===== config.mk =====
export PLATFORM = sky130hd
export DESIGN_NAME = stream_demux_n
export DESIGN_NICKNAME = d
export VERILOG_FILES = /design/src/rtl/stream_demux_n.sv
export SDC_FILE = /design/constraint.sdc
export NUM_CORES = 1
export LEC_CHECK = 0
export ABC_AREA = 0
export CAP_MARGIN = 20
export CORE_MARGIN = 3
export CORE_UTILIZATION = 49
export DETAILED_ROUTE_END_ITERATION = 8
export GPL_TIMING_DRIVEN = 0
export PLACE_DENSITY_LB_ADDON = 0.2
export SYNTH_ARGS = -nofsm -noshare
export SYNTH_HDL_FRONTEND = slang
export SYNTH_SLANG_ARGS = --single-unit

===== constraint.sdc =====
create_clock -name clk -period 5 [get_ports clk]
set_input_delay 1 -clock clk [delete_from_list [all_inputs] [get_ports clk]]
set_output_delay 1 -clock clk [all_outputs]
set_load 0.03 [all_outputs]

===== src/rtl/stream_demux_n.sv =====
// stream_demux_n: 1-to-N valid/ready stream demultiplexer with a registered output stage,
// optional packet-locked routing and per-channel delivered-packet / dropped-beat counters.
module stream_demux_n #(
  parameter int WIDTH = 8,
  parameter int N     = 4,
  parameter int LOCK  = 1,
  parameter int CNTW  = 16,
  localparam int SELW = (N > 1) ? $clog2(N) : 1
) (
  input  logic                clk,
  input  logic                rst,
  input  logic [WIDTH-1:0]    s_data,
  input  logic [SELW-1:0]     s_sel,
  input  logic                s_last,
  input  logic                s_valid,
  output logic                s_ready,
  output logic [N*WIDTH-1:0]  m_data,
  output logic [N-1:0]        m_valid,
  output logic                m_last,
  input  logic [N-1:0]        m_ready,
  output logic [N*CNTW-1:0]   pkt_cnt,
  output logic [CNTW-1:0]     drop_cnt
);

  typedef enum logic [1:0] {IDLE, ROUTE, DROP} state_e;

  localparam logic [SELW:0] NUM_CH = (SELW + 1)'(N);

  state_e            state_q, state_d;
  logic [SELW-1:0]   lock_ch_q, lock_ch_d;
  logic [SELW-1:0]   ch_q, ch_d;
  logic [WIDTH-1:0]  data_q, data_d;
  logic              last_q, last_d;
  logic              valid_q, valid_d;
  logic [CNTW-1:0]   pkt_cnt_q [N];
  logic [CNTW-1:0]   pkt_cnt_d [N];
  logic [CNTW-1:0]   drop_cnt_q, drop_cnt_d;

  logic [SELW-1:0]   dest;
  logic              dest_bad;
  logic              held_ready;
  logic              accept;
  logic              deliver;
  logic              discard;

  // Only the ready of the lane currently holding a beat matters.
  always_comb begin
    held_ready = 1'b0;
    for (int k = 0; k < N; k++) begin
      if (ch_q == SELW'(k)) held_ready = m_ready[k];
    end
  end

  assign s_ready  = !rst && (state_q == DROP || !valid_q || held_ready);
  assign dest     = (LOCK != 0 && state_q == ROUTE) ? lock_ch_q : s_sel;
  assign dest_bad = {1'b0, dest} >= NUM_CH;
  assign accept   = s_valid && s_ready;
  assign deliver  = valid_q && held_ready;
  assign discard  = accept && (state_q == DROP || dest_bad);

  always_comb begin
    state_d   = state_q;
    lock_ch_d = lock_ch_q;
    if (LOCK != 0 && accept) begin
      case (state_q)
        IDLE: begin
          if (!s_last) begin
            if (dest_bad) begin
              state_d = DROP;
            end else begin
              state_d   = ROUTE;
              lock_ch_d = dest;
            end
          end
        end
        ROUTE, DROP: begin
          if (s_last) state_d = IDLE;
        end
        default: state_d = IDLE;
      endcase
    end
  end

  // A delivery and a new load in the same cycle leave the register full with no bubble.
  always_comb begin
    valid_d = valid_q;
    data_d  = data_q;
    ch_d    = ch_q;
    last_d  = last_q;
    if (deliver) valid_d = 1'b0;
    if (accept && !discard) begin
      valid_d = 1'b1;
      data_d  = s_data;
      ch_d    = dest;
      last_d  = s_last;
    end
  end

  always_comb begin
    drop_cnt_d = drop_cnt_q;
    if (discard && drop_cnt_q != '1) drop_cnt_d = drop_cnt_q + CNTW'(1);
    for (int k = 0; k < N; k++) begin
      pkt_cnt_d[k] = pkt_cnt_q[k];
      if (deliver && last_q && ch_q == SELW'(k)) pkt_cnt_d[k] = pkt_cnt_q[k] + CNTW'(1);
    end
  end

  always_comb begin
    m_valid = '0;
    m_data  = '0;
    pkt_cnt = '0;
    for (int k = 0; k < N; k++) begin
      if (ch_q == SELW'(k)) begin
        m_valid[k]                 = valid_q;
        m_data[k*WIDTH +: WIDTH]   = data_q;
      end
      pkt_cnt[k*CNTW +: CNTW] = pkt_cnt_q[k];
    end
  end

  assign m_last   = last_q;
  assign drop_cnt = drop_cnt_q;

  always_ff @(posedge clk or posedge rst) begin
    if (rst) begin
      state_q    <= IDLE;
      lock_ch_q  <= '0;
      valid_q    <= 1'b0;
      data_q     <= '0;
      ch_q       <= '0;
      last_q     <= 1'b0;
      drop_cnt_q <= '0;
      for (int k = 0; k < N; k++) pkt_cnt_q[k] <= '0;
    end else begin
      state_q    <= state_d;
      lock_ch_q  <= lock_ch_d;
      valid_q    <= valid_d;
      data_q     <= data_d;
      ch_q       <= ch_d;
      last_q     <= last_d;
      drop_cnt_q <= drop_cnt_d;
      for (int k = 0; k < N; k++) pkt_cnt_q[k] <= pkt_cnt_d[k];
    end
  end

endmodule


==> metrics.txt <==
status completed; count of different cell masters after synthesis 37; drt first-iter violations 90; Finished Core Util 71.4%; Die Height 95.8 um; R2R Path End pkt_cnt[42]; Top Family by Delay on Critical Path buffers and inverters; Cell Chain, Critical Path clkdlybuf4s50_1 -> mux2i_2 -> a221oi_4 -> clkdlybuf4s50_1; vias post-DR 3030; post-synthesis cell count 354; Post-DRT Antenna Nets 0; cell area after synthesis 3950 um2; Tot GR Track Use 21.1%; Clock Sinks 79; Clock Skew 0.00548 ns; die width 95.8 um; Synth Register Bits 79; Worst Hold Class reg -> reg; worst skew pair latency 0.35 ns; leak pwr 0.00249 uW; CP bufs+invs 2; WP data required 4.00 ns; first-pass GRT wire length 15000 um; Synth area leaders dfrtp_1 (50%), xnor2_1 (9.5%), and2_1 (4.8%), mux2_4 (4.2%), xor2_1 (3.8%); adder-cell share of the synthesized area 1.27%; initial antenna violation count 0; R2R setup slack 2.99 ns; minimum clock period 4.11 ns; layout cell share with drive strength beyond 1 11.9%; Hold Path Sink pkt_cnt[31]; R2R depth 6; Num CTS Buffers 9; Hold Path Depth 1; DR vias/cell 5.00; Yosys top cell by area dfrtp_1; GPL Wtd Cong 0.764; Post CTS Setup Buffer Count 0; Initial Util 50.8%; largest net degree at the start of global routing 50; Worst Max-Slew Pin Slew 0.853 ns; cell row count 32; Rel. slew slack 43.0%; maximum clock frequency 0.244 GHz; Max-cap violations 0; Synth Area in XOR/XNOR 13.3%; post-synthesis sequential area ratio 50.1%; Post-Route WL 9190 um; vias in the first global route 3066; Port Buf Inserts 118; post-synth top area share 50.1%; clock slew at reported path FFs 0.07 ns; Remaining DRCs 0; post-CTS sizing 0; nets 521; IO Pins 136; final global-route overflow total 0; crit-path max cell delay 0.80 ns; Slew Limit Fails 0; critical path depth 4; Final Hold Viols 0; Syn. warnings 0; combinational family with the most area after synthesis simple AND/OR/NAND/NOR gates; CTS tree yes; RSZ-0062 raised after global routing false; R2R Path Start ch_q[0]; # setup viols final 0; H-Tree Depth 3; slowest cell on the critical path clkdlybuf4s50_1; final period utilization 82.1%; maximum VDD drop 356 uV; hold buffer count at CTS 0; n_diodes 0; DRT Pass-1 Iters 4; syn avg cell area 11.2 um2; crit end category primary output; min-delay src pkt_cnt[31]; Critical Path Start Type input port; core area 7770 um2; Synth Area in Simple Gates 22.3%; Power Total 2390 uW; Crit Path Category in -> out; Worst Path Arrival 3.11 ns; Critical Path Most Common Cell clkdlybuf4s50_1; clk buf depth 2; Avg WL per Cell 15.2 um; PwrDens 431 nW/um2; compound-gate portion of the synthesized area 1.71%; clk root buf clkbuf_8; die area 9170 um2; multiplexer share of the synthesized area 6.43%; post-DP HPWL 6850 um; Critical Path Fanout Max 9; setup TNS 0 ns; Area Growth Syn to Fin 40.4%
## routing by layer
| metal | wire (um) | share of wire, % | vias to the layer above | track usage, % |
|---|---|---|---|---|
| met5 | 0 | 0 | - | 0 |
| met4 | 118 | 1.3 | 0 | 6.75 |
| met3 | 710 | 7.7 | 10 | 7.04 |
| met2 | 4510 | 49 | 97 | 34.7 |
| met1 | 3850 | 42 | 1454 | 26.3 |
| li1 | - | - | 1469 | - |
## cells in the mapped netlist, drive strengths merged
cell,count
nor2,14
nor4,6
inv,6
dfrtp,79
and4,7
a22oi,1
a31oi,3
buf,19
nand3,21
mux2,15
nand3b,2
ha,4
nor3b,1
conb,1
mux2i,4
nor3,3
nand2,29
nor2b,3
and3,16
a221oi,1
or2,2
and2,30
xnor2,43
xor2,17
nand4,16
a21oi,3
and2b,1
clkbuf,7
## report_power, final
| group | total [uW] | switching (uW) | internal (uW) |
|---|---|---|---|
| clock | 475 | 232 | 243 |
| sequential | 839 | 109 | 730 |
| combinational | 1070 | 609 | 466 |
| total | 2390 | 949 | 1440 |
## per-stage QoR
| step | hold WS [ns] | cells | setup WS, ns | area [um2] |
|---|---|---|---|---|
| after floorplan | 0.481 | 369 | 1.98 | 4010 |
| after global placement | 0.460 | 589 | 0.657 | 5310 |
| after detailed placement | 0.466 | 590 | 0.915 | 5340 |
| after CTS | 0.476 | 606 | 0.901 | 5540 |
| after global routing | 0.492 | 606 | 0.809 | 5540 |
| final | 0.470 | 606 | 0.894 | 5540 |
## layout make-up
type | count | area (um2)
fillers | 584 | 2220
flip-flops and latches | 79 | 1980
multi-input cells | 258 | 1840
repair buffers | 119 | 1210
plain buffers | 26 | 169
clock buffers | 11 | 141
well taps | 102 | 128
clock inverters | 5 | 57.6
inverters | 6 | 25.0
## worst max path at each step
stage | startpoint | slack, ns | endpoint
floorplan | rst | 1.98 | ch_q[0]
global placement | rst | 0.66 | pkt_cnt[43]
detailed placement | m_ready[3] | 0.91 | s_ready
CTS | m_ready[3] | 0.90 | s_ready
global route | m_ready[3] | 0.81 | s_ready
finish | m_ready[3] | 0.89 | s_ready
## cells in the final DEF (no fill, tap or decap), types with 4 or more instances in the layout
cell             count
nand2_1             28
nor2_1              14
ha_1                 4
nor4_1               4
conb_1              16
clkbuf_8            10
nand4_1             16
buf_4               16
clkbuf_1             7
dfrtp_1             79
mux2_2               4
xnor2_1             43
xor2_1              17
clkdlybuf4s50_1    118
and4_1               7
nand3_1             20
mux2_4              11
and2_1              30
inv_1                5
and3_1              16
## registers in the layout, summed over array words and instances, names as in the netlist
register / count
ch_q: 2
data_q: 8
lock_ch_q: 2
m_last: 1
pkt_cnt: 64
state_q: 1
valid_q: 1
## cells by family after synthesis
group           after synthesis
compound gates                8
xor+xnor                     60
fa+ha+maj                     4
buf+inv                      32
flops                        79
mux                          19
other cells                   1
simple gates                151
(Power assumes the default switching activity.)
